<file path="config.mk">
export PLATFORM = sky130hd
export DESIGN_NAME = mem_port_arbiter_flat
export DESIGN_NICKNAME = d
export VERILOG_FILES = /design/src/rtl/mem_port_arbiter_pkg.sv /design/src/rtl/mem_port_arbiter_if.sv /design/src/rtl/mem_port_arbiter.sv /design/src/flat_wrapper.sv
export SDC_FILE = /design/constraint.sdc
export NUM_CORES = 1
export LEC_CHECK = 0
export ABC_CLOCK_PERIOD_IN_PS = 1900
export CAP_MARGIN = 20
export CORE_UTILIZATION = 40
export CTS_CLUSTER_DIAMETER = 120
export DETAILED_ROUTE_END_ITERATION = 16
export MAX_ROUTING_LAYER = met4
export PLACE_DENSITY = 0.85
export SLEW_MARGIN = 20
export SYNTH_ARGS = -nofsm -noshare
export SYNTH_HDL_FRONTEND = slang
export SYNTH_SLANG_ARGS = --single-unit
</file>
<file path="constraint.sdc">
create_clock -name clk -period 1.9 [get_ports clk]
set_input_delay 0.19 -clock clk [delete_from_list [all_inputs] [get_ports clk]]
set_output_delay 0.19 -clock clk [all_outputs]
set_load 0.05 [all_outputs]
</file>
<file path="src/rtl/mem_port_arbiter_pkg.sv">
// Shared types for the I/D memory-port arbiter: FSM state encoding and grant identity.
package mem_port_arbiter_pkg;

  localparam int unsigned WORD_SIZE_DEF = 16;
  localparam int unsigned ADDR_SIZE_DEF = 16;

  // Encodings are fixed so pipeline control and benches can decode the raw state.
  typedef enum logic [1:0] {
    ST_IDLE   = 2'd0,
    ST_I_BUSY = 2'd1,
    ST_D_BUSY = 2'd2
  } arb_state_e;

  typedef enum logic {
    GRANT_I = 1'b0,
    GRANT_D = 1'b1
  } grant_e;

endpackage

</file>
<file path="src/rtl/mem_port_arbiter_if.sv">
// Bundle of the fetch, data and backing-memory handshakes around the arbiter.
// master = arbiter view; slave = pipeline + memory view.
interface mem_port_arbiter_if
  import mem_port_arbiter_pkg::*;
#(
  parameter int unsigned WORD_SIZE = WORD_SIZE_DEF,
  parameter int unsigned ADDR_SIZE = ADDR_SIZE_DEF
);
  logic                 i_req;
  logic [ADDR_SIZE-1:0] i_addr;
  logic [WORD_SIZE-1:0] i_rdata;
  logic                 i_ready;
  logic                 i_stall;

  logic                 d_req;
  logic                 d_we;
  logic [ADDR_SIZE-1:0] d_addr;
  logic [WORD_SIZE-1:0] d_wdata;
  logic [WORD_SIZE-1:0] d_rdata;
  logic                 d_ready;
  logic                 d_stall;

  logic                 m_read;
  logic                 m_write;
  logic [ADDR_SIZE-1:0] m_addr;
  logic [WORD_SIZE-1:0] m_wdata;
  logic [WORD_SIZE-1:0] m_rdata;
  logic                 m_ack;

  modport master (
    input  i_req, i_addr, d_req, d_we, d_addr, d_wdata, m_rdata, m_ack,
    output i_rdata, i_ready, i_stall, d_rdata, d_ready, d_stall,
           m_read, m_write, m_addr, m_wdata
  );

  modport slave (
    output i_req, i_addr, d_req, d_we, d_addr, d_wdata, m_rdata, m_ack,
    input  i_rdata, i_ready, i_stall, d_rdata, d_ready, d_stall,
           m_read, m_write, m_addr, m_wdata
  );

endinterface

</file>
<file path="src/rtl/mem_port_arbiter.sv">
// Serializes I-fetch and D-access requests onto one memory port (D priority).
// Define ARB_ROUND_ROBIN_EN to alternate grants when both sides are eligible.
module mem_port_arbiter
  import mem_port_arbiter_pkg::*;
#(
  parameter int unsigned WORD_SIZE = WORD_SIZE_DEF,
  parameter int unsigned ADDR_SIZE = ADDR_SIZE_DEF
) (
  input  logic               clk,
  input  logic               reset_n,
  mem_port_arbiter_if.master bus
);

  arb_state_e           r_state;
  arb_state_e           w_state_nxt;
  logic                 r_m_read;
  logic                 r_m_write;
  logic [ADDR_SIZE-1:0] r_m_addr;
  logic [WORD_SIZE-1:0] r_m_wdata;
  logic [WORD_SIZE-1:0] r_i_rdata;
  logic [WORD_SIZE-1:0] r_d_rdata;
  logic                 r_i_ready;
  logic                 r_d_ready;
  logic                 r_live;

  logic w_i_elig;
  logic w_d_elig;
  logic w_pick_d;
  logic w_grant_i;
  logic w_grant_d;
  logic w_busy;
  logic w_req_cur;

  // A requester still holding req during its own ready cycle must not be re-granted.
  assign w_i_elig  = bus.i_req & ~r_i_ready;
  assign w_d_elig  = bus.d_req & ~r_d_ready;
  assign w_busy    = (r_state != ST_IDLE);
  assign w_req_cur = (r_state == ST_I_BUSY) ? bus.i_req : bus.d_req;

`ifdef ARB_ROUND_ROBIN_EN
  grant_e r_last_grant;

  always_ff @(posedge clk or negedge reset_n) begin
    if (!reset_n) begin
      r_last_grant <= GRANT_I;
    end else if (w_grant_d) begin
      r_last_grant <= GRANT_D;
    end else if (w_grant_i) begin
      r_last_grant <= GRANT_I;
    end
  end

  assign w_pick_d = (r_last_grant == GRANT_I);
`else
  assign w_pick_d = 1'b1;
`endif

  always_comb begin
    w_state_nxt = r_state;
    w_grant_i   = 1'b0;
    w_grant_d   = 1'b0;
    case (r_state)
      ST_IDLE: begin
        if (w_d_elig && (!w_i_elig || w_pick_d)) begin
          w_grant_d   = 1'b1;
          w_state_nxt = ST_D_BUSY;
        end else if (w_i_elig) begin
          w_grant_i   = 1'b1;
          w_state_nxt = ST_I_BUSY;
        end
      end
      ST_I_BUSY, ST_D_BUSY: begin
        if (bus.m_ack) begin
          w_state_nxt = ST_IDLE;
        end
      end
      default: w_state_nxt = ST_IDLE;
    endcase
  end

  always_ff @(posedge clk or negedge reset_n) begin
    if (!reset_n) begin
      r_state   <= ST_IDLE;
      r_m_read  <= 1'b0;
      r_m_write <= 1'b0;
      r_m_addr  <= '0;
      r_m_wdata <= '0;
      r_i_rdata <= '0;
      r_d_rdata <= '0;
      r_i_ready <= 1'b0;
      r_d_ready <= 1'b0;
      r_live    <= 1'b0;
    end else begin
      r_state   <= w_state_nxt;
      r_i_ready <= 1'b0;
      r_d_ready <= 1'b0;
      if (w_grant_d) begin
        r_m_read  <= ~bus.d_we;
        r_m_write <= bus.d_we;
        r_m_addr  <= bus.d_addr;
        r_m_wdata <= bus.d_wdata;
        r_live    <= 1'b1;
      end else if (w_grant_i) begin
        r_m_read  <= 1'b1;
        r_m_write <= 1'b0;
        r_m_addr  <= bus.i_addr;
        r_live    <= 1'b1;
      end else if (w_busy) begin
        // Once req drops the transaction is orphaned: memory finishes it, requester hears nothing.
        if (!w_req_cur) begin
          r_live <= 1'b0;
        end
        if (bus.m_ack) begin
          r_m_read  <= 1'b0;
          r_m_write <= 1'b0;
          if (r_live && w_req_cur) begin
            if (r_state == ST_I_BUSY) begin
              r_i_ready <= 1'b1;
              r_i_rdata <= bus.m_rdata;
            end else begin
              r_d_ready <= 1'b1;
              if (r_m_read) begin
                r_d_rdata <= bus.m_rdata;
              end
            end
          end
        end
      end
    end
  end

  assign bus.i_rdata = r_i_rdata;
  assign bus.i_ready = r_i_ready;
  assign bus.i_stall = bus.i_req & ~r_i_ready;
  assign bus.d_rdata = r_d_rdata;
  assign bus.d_ready = r_d_ready;
  assign bus.d_stall = bus.d_req & ~r_d_ready;
  assign bus.m_read  = r_m_read;
  assign bus.m_write = r_m_write;
  assign bus.m_addr  = r_m_addr;
  assign bus.m_wdata = r_m_wdata;

endmodule

</file>
<file path="src/flat_wrapper.sv">
// flat-port wrapper written by rule: the top's interface ports become plain ports
module mem_port_arbiter_flat import mem_port_arbiter_pkg::*;
#(
  parameter int unsigned WORD_SIZE = WORD_SIZE_DEF,
  parameter int unsigned ADDR_SIZE = ADDR_SIZE_DEF
)
  (clk, reset_n, bus_i_req, bus_i_addr, bus_d_req, bus_d_we, bus_d_addr, bus_d_wdata, bus_m_rdata, bus_m_ack, bus_i_rdata, bus_i_ready, bus_i_stall, bus_d_rdata, bus_d_ready, bus_d_stall, bus_m_read, bus_m_write, bus_m_addr, bus_m_wdata);
  mem_port_arbiter_if #(.WORD_SIZE(WORD_SIZE), .ADDR_SIZE(ADDR_SIZE)) bus_i ();
  input  logic clk;
  input  logic reset_n;
  input wire logic [$bits(bus_i.i_req)-1:0] bus_i_req;
  input wire logic [$bits(bus_i.i_addr)-1:0] bus_i_addr;
  input wire logic [$bits(bus_i.d_req)-1:0] bus_d_req;
  input wire logic [$bits(bus_i.d_we)-1:0] bus_d_we;
  input wire logic [$bits(bus_i.d_addr)-1:0] bus_d_addr;
  input wire logic [$bits(bus_i.d_wdata)-1:0] bus_d_wdata;
  input wire logic [$bits(bus_i.m_rdata)-1:0] bus_m_rdata;
  input wire logic [$bits(bus_i.m_ack)-1:0] bus_m_ack;
  output wire logic [$bits(bus_i.i_rdata)-1:0] bus_i_rdata;
  output wire logic [$bits(bus_i.i_ready)-1:0] bus_i_ready;
  output wire logic [$bits(bus_i.i_stall)-1:0] bus_i_stall;
  output wire logic [$bits(bus_i.d_rdata)-1:0] bus_d_rdata;
  output wire logic [$bits(bus_i.d_ready)-1:0] bus_d_ready;
  output wire logic [$bits(bus_i.d_stall)-1:0] bus_d_stall;
  output wire logic [$bits(bus_i.m_read)-1:0] bus_m_read;
  output wire logic [$bits(bus_i.m_write)-1:0] bus_m_write;
  output wire logic [$bits(bus_i.m_addr)-1:0] bus_m_addr;
  output wire logic [$bits(bus_i.m_wdata)-1:0] bus_m_wdata;
  assign bus_i.i_req = bus_i_req;
  assign bus_i.i_addr = bus_i_addr;
  assign bus_i.d_req = bus_d_req;
  assign bus_i.d_we = bus_d_we;
  assign bus_i.d_addr = bus_d_addr;
  assign bus_i.d_wdata = bus_d_wdata;
  assign bus_i.m_rdata = bus_m_rdata;
  assign bus_i.m_ack = bus_m_ack;
  assign bus_i_rdata = bus_i.i_rdata;
  assign bus_i_ready = bus_i.i_ready;
  assign bus_i_stall = bus_i.i_stall;
  assign bus_d_rdata = bus_i.d_rdata;
  assign bus_d_ready = bus_i.d_ready;
  assign bus_d_stall = bus_i.d_stall;
  assign bus_m_read = bus_i.m_read;
  assign bus_m_write = bus_i.m_write;
  assign bus_m_addr = bus_i.m_addr;
  assign bus_m_wdata = bus_i.m_wdata;
  mem_port_arbiter #(.WORD_SIZE(WORD_SIZE), .ADDR_SIZE(ADDR_SIZE)) u_core (.clk(clk), .reset_n(reset_n), .bus(bus_i));
endmodule
</file>
# [Yosys cells after proc, flatten, opt, wreduce, memory -nomap -nowiden]
# Cells that the tools add are included.
[word_totals] word_cells=69 input_bits=70 regBits=71
[classes] n_reduce_logical=12 muxes=34 n_bitwise=8 n_eq_ne=5
[op_table] cell="$mux W16" count=2
[op_table] cell="$mux W1" count=28
[op_table] cell="$reduce_and A7 Y1" count=1
[op_table] cell="$mux W2" count=3
[op_table] cell="$not A1 Y1" count=6
[op_table] cell="$reduce_and A2 Y1" count=3
[op_table] cell="$reduce_and A6 Y1" count=1
[op_table] cell="$reduce_bool A3 Y1" count=2
[op_table] cell="$pmux W2 S2" count=1
[op_table] cell="$reduce_bool A2 Y1" count=2
[op_table] cell="$ne A3 B1 Y1 const B" count=1
[op_table] cell="$ne A3 B3 Y1 const B" count=1
[op_table] cell="$and A1 B1 Y1" count=2
[op_table] cell="$eq A2 B1 Y1 const B" count=1
[op_table] cell="$eq A2 B2 Y1 const B" count=1
[op_table] cell="$logic_not A2 Y1" count=1
[op_table] cell="$ne A2 B2 Y1 const B" count=1
[op_table] cell="$reduce_or A2 Y1" count=1
[op_table] cell="$logic_and A1 B1 Y1" count=1

# [Logic depth before layout (Yosys ltp)]
# Gate-level depths: netlist of the first run.
[logic_depth] depth_word=8 depth_mapped=7 ltp_nobuf=5

# [Worst setup path after synthesis of the first run]
# Ideal clock, no wire load.
[synth_path] path_kind="flip-flop to flip-flop" from="register u_core.r_i_ready, in the netlist u_core.bus.i_ready" to="register u_core.r_m_addr[10], in the netlist u_core.bus.m_addr[10]" stages_incl_launch_ff=6 required_time_ns=1.777 arrival_ns=1.797 path_slack_ns=-0.020 path_cell_list="dfrtp_1 > nand2b_4 > inv_1 > nand3_2 > buf_2 > o221a_2"
[synth_between] elab_chain_len=6
[synth_rtl] item="from (decl)" line_no="mem_port_arbiter.sv:22" source="logic r_i_ready;"
[synth_rtl] item="from (signal assigned)" line_no="mem_port_arbiter.sv:90" source="r_i_ready <= 1'b0;"
[synth_rtl] item="from (signal assigned)" line_no="mem_port_arbiter.sv:95" source="r_i_ready <= 1'b0;"
[synth_rtl] item="from (signal assigned)" line_no="mem_port_arbiter.sv:118" source="r_i_ready <= 1'b1;"
[synth_rtl] item="$not A1 Y1"
[synth_rtl] item="$and A1 B1 Y1"
[synth_rtl] item="net bus_i_stall" line_no="flat_wrapper.sv:21" source="output wire logic [$bits(bus_i.i_stall)-1:0] bus_i_stall;"
[synth_rtl] item="$mux W1" line_no="mem_port_arbiter.sv:67" source="end else if (w_i_elig) begin"
[synth_rtl] item="$mux W1" line_no="mem_port_arbiter.sv:64" source="if (w_d_elig && (!w_i_elig || w_pick_d)) begin"
[synth_rtl] item="$mux W1" line_no="mem_port_arbiter.sv:62" source="case (r_state)"
[synth_rtl] item="$reduce_bool A2 Y1 (no line)"
[synth_rtl] item="to (signal assigned)" line_no="mem_port_arbiter.sv:100" source="r_m_addr <= bus.d_addr;"
[synth_rtl] item="to (signal assigned)" line_no="mem_port_arbiter.sv:106" source="r_m_addr <= bus.i_addr;"
[synth_rtl] item="to (decl)" line_no="mem_port_arbiter.sv:18" source="logic [ADDR_SIZE-1:0] r_m_addr;"
# The timed path passes the listed nets, and every way through them passes these cells.
# A chain may end at the register's enable or synchronous reset.

# [Worst setup path in the final report of the first run]
[layout_path] from="register u_core.r_m_read, in the netlist u_core.bus.m_read" to="output port bus_m_read"
[layout_rtl] item="from (decl)" line_no="mem_port_arbiter.sv:16" source="logic r_m_read;"
[layout_rtl] item="from (signal assigned)" line_no="mem_port_arbiter.sv:98" source="r_m_read <= ~bus.d_we;"
[layout_rtl] item="to (decl)" line_no="flat_wrapper.sv:25" source="output wire logic [$bits(bus_i.m_read)-1:0] bus_m_read;"
# No word-level cell between the ends.

==> results.py, run 1 <==
metrics = {
    "timing": {
        "period_minus_slack_ns": 1.757,
        "fmax_mhz": 569.1,
        "drv_slew": 0,
        "setup_ws_ns": 0.1429,
        "finalCritPeriodShare_pct": 92.48,
        "setup-violations-final": 0,
        "slew_headroom_pct": 61.06,
        "grt_setup_unrepaired": "false",
        "worstMarginPinSlew_ns": 0.5840,
        "hold_viol": 0,
        "tns_ns": 0,
        "fin_skew_ns": 0.006571,
    },
    "die": {
        "dieHeight_um": 87.12,
        "rows": 30,
        "die_area_um2": 7589,
        "design.core.area_um2": 6907,
        "die-width_um": 87.12,
        "start_util_pct": 41.96,
        "ios": 140,
    },
    "grt": {
        "grt_use_total_pct": 20.14,
        "overflow": 0,
        "grt_first_pass_wirelength_um": 11130,
        "antenna_found_initial": 0,
        "grt_pass1_vias": 2254,
        "grt_max_degree": 32,
    },
    "placed_design": {
        "placed_cell_area_um2": 4499,
        "port_buffers": 139,
        "pre_cts_ws_ns": 0.1217,
        "gp_congestion": 0.8162,
        "dpl.hpwl_um": 5364,
    },
    "clock_tree": {
        "clk_pin_slew_ns": 0.07,
        "numCtsBuffers": 9,
        "root_buffer": "clkbuf_8",
        "cts_tree": "done",
        "insertion_delay_ns": 0.33,
        "cts_buffer_depth": 2,
        "htree_levels": 3,
        "ctsResizeCount": 0,
        "cts.sink_count": 71,
    },
    "pwr": {
        "peakVddDrop_mv": 1.009,
        "switching_share_pct": 44.49,
        "p_leak_nw": 1.989,
        "share_comb_of_total_power_pct": 56.7,
        "p_switching_mw": 4.137,
        "p_seq_share_pct": 27.8,
        "p_total_mw": 9.298,
        "pwr-share-clk_pct": 15.5,
        "internal_power_mw": 5.161,
        "power_per_cell_area_nw_per_um2": 1958,
    },
    "critical_path": {
        "crit_fanout": 4,
        "critPathArrivalTime_ns": 1.57,
        "critical_path.top_delay_family": "buffers and inverters",
        "rr_worst_depth": 5,
        "worst_path_max_delay_cell": "clkdlybuf4s50_1",
        "r2r_start": "u_core.r_state[0]$_DFFE_PN0P_",
        "required_ns": 1.71,
        "regToRegSetupSlack_ns": 0.20,
        "startpoint": "u_core.bus.m_read$_DFFE_PN0P_",
        "worstReg2RegEnd": "u_core.bus.d_rdata[8]$_DFFE_PN0P_",
        "path_buf_inv": 1,
        "crit_chain": "clkdlybuf4s50_1",
        "critPathKind": "reg -> out",
        "max_stage_delay_ns": 0.83,
        "start_kind": "flop",
        "endpoint_kind": "output port",
    },
    "route": {
        "first_iter_violations": 85,
        "vias": 2194,
        "ant_nets": 0,
        "wire_per_inst_um": 16.05,
        "drtPass1Iterations": 6,
        "route.detailed.drc": 0,
        "wirelength_um": 7174,
        "via_per_inst": 4.908,
    },
    "logic_synthesis": {
        "synth-seq-cells": 71,
        "synth_flop_cell": "dfrtp_1",
        "yosysSeqAreaShare_pct": 61.31,
        "synth_cells": 193,
        "ys_types": 30,
        "synth_top_area_share_pct": 61.31,
        "syn_nets": 265,
        "async_flop_share_pct": 100.0,
        "yosysMostFrequentCell": "dfrtp_1",
        "ys_top_cells_by_area": "dfrtp_1 61%, mux2_2 19%, o221a_2 6.2%",
        "syn_avg_cell_area_um2": 15.01,
        "ys.warnings.count": 0,
        "syn-cell-area_um2": 2898,
        "yosys-top-cells-count": "71 x dfrtp_1, 48 x mux2_2, 16 x o221a_2, 16 x or2_2, 6 x inv_1",
        "synth_area_leader_cell": "dfrtp_1",
        "synth_edf_count": 0,
    },
    "flow_run": {
        "drv_cap": 0,
    },
    "run_status": {
        "status": "completed",
    },
    "final_layout": {
        "diodes": 0,
        "nFillCells": 518,
        "synthToLayoutAreaGrowth_pct": 63.86,
        "fin_area_um2": 4748,
        "fin_nets": 418,
        "drive_above_1_share_pct": 32.48,
        "utilization_pct": 68.75,
    },
    "min_path": {
        "hold_class": "in -> async",
    },
}
[through the flow]
stage,instances,hold WS [ns]
2_1_floorplan,193,-0.1056
3_3_place_gp,430,0.2251
3_5_place_dp,430,0.2225
4_1_cts,447,0.4095
5_1_grt,447,0.4391
6_report,447,0.4023
[placed cells by master, fill, tap and decap left out, drive strengths merged]
cell type / Yosys / layout
nand3b: 2 / 2
o221a: 16 / 16
or2: 16 / 16
a311oi: 1 / 1
nand3: 2 / 2
mux2: 48 / 48
clkinvlp: 0 / 1
nor2: 3 / 3
a31oi: 1 / 1
ha: 2 / 2
and2b: 1 / 1
nor3: 2 / 2
nand2b: 3 / 3
o21ba: 1 / 1
dlygate4sd3: 0 / 1
o22ai: 1 / 1
a21boi: 2 / 2
o32a: 1 / 1
clkdlybuf4s50: 0 / 136
a21oi: 4 / 4
clkbuf: 1 / 13
nand2: 2 / 2
bufinv: 0 / 3
dfrtp: 71 / 71
buf: 7 / 13
inv: 6 / 5
[area by class of cell]
cell class / count / area, um^2 / share of cell area, %
Inverter: 6 / 26.28 / 0.5534
Multi-Input combinational cell: 108 / 1045 / 22.00
Timing Repair Buffer: 150 / 1541 / 32.46
Clock buffer: 13 / 148.9 / 3.136
Sequential cell: 71 / 1777 / 37.42
Tap cell: 96 / 120.1 / 2.530
Clock inverter: 3 / 90.09 / 1.897
[repair_timing]
| action | 4_1_cts | 5_1_grt |
|---|---|---|
| endpoints found under the setup margin | 0 | 0 |
| hold buffers | 1 | 0 |
| buffers inserted | 0 | 0 |
| hold endpoints to repair | 22 | 0 |
[flip-flops by register name, indices dropped and copies added, names as in the netlist]
register and count:
u_core.bus.d_ready 1, u_core.r_state 2, u_core.bus.m_addr 16, u_core.r_live 1, u_core.bus.i_ready 1, u_core.bus.d_rdata 16
u_core.bus.m_write 1, u_core.bus.m_read 1, u_core.bus.i_rdata 16, u_core.bus.m_wdata 16
[worst max-delay path by stage]
stage	cells past startpoint	slack (ns)	endpoint
after floorplan	5	0.1	u_core.bus.m_addr[10]$_DFFE_PN0P_
after global placement	5	0.17	u_core.bus.m_addr[6]$_DFFE_PN0P_
after detailed placement	5	0.12	u_core.bus.m_addr[3]$_DFFE_PN0P_
after CTS	1	0.13	bus_m_read
after global routing	1	0.08	bus_m_read
final	1	0.14	bus_m_read
[per-layer routing]
metal  global-route usage [%]  wire length [um]  vias to the layer above
li1                         -                 -                     1008
met3                    4.455               460                        9
met5                        -                 0                        -
met4                    7.601                84                        0
met1                    23.78              3013                     1087
met2                    33.79              3616                       90
[kinds of logic (layout without fill, tap and decap cells)]
family                   count (synthesis)  count (layout)  share of synthesized area (%)
AND/OR/NAND/NOR                         31              31                          7.556
AO/OA/AOI/OAI                           27              27                          8.981
adder cells (fa/ha/maj)                  2               2                         0.8634
flip-flops                              71              71                          61.31
multiplexers                            48              48                          18.65
buffers and inverters                   14             172                          2.634
[power by group through the flow]
| stage | clock [mW] | combinational [mW] | sequential (mW) |
|---|---|---|---|
| after floorplan | 0 | 1.15 | 4.85 |
| after global placement | 0 | 5.21 | 2.58 |
| after detailed placement | 0 | 5.29 | 2.60 |
| after CTS | 1.48 | 5.31 | 2.59 |
| after global routing | 1.55 | 5.47 | 2.67 |
| final | 1.45 | 5.27 | 2.58 |
(Power assumes the default switching activity.)
==> run 2, diff against run 1 <==
- CAP_MARGIN: 20 -> 5
==> results of run 2 <==
No change in the layout: final DEF, timing and power equal those of run 1.
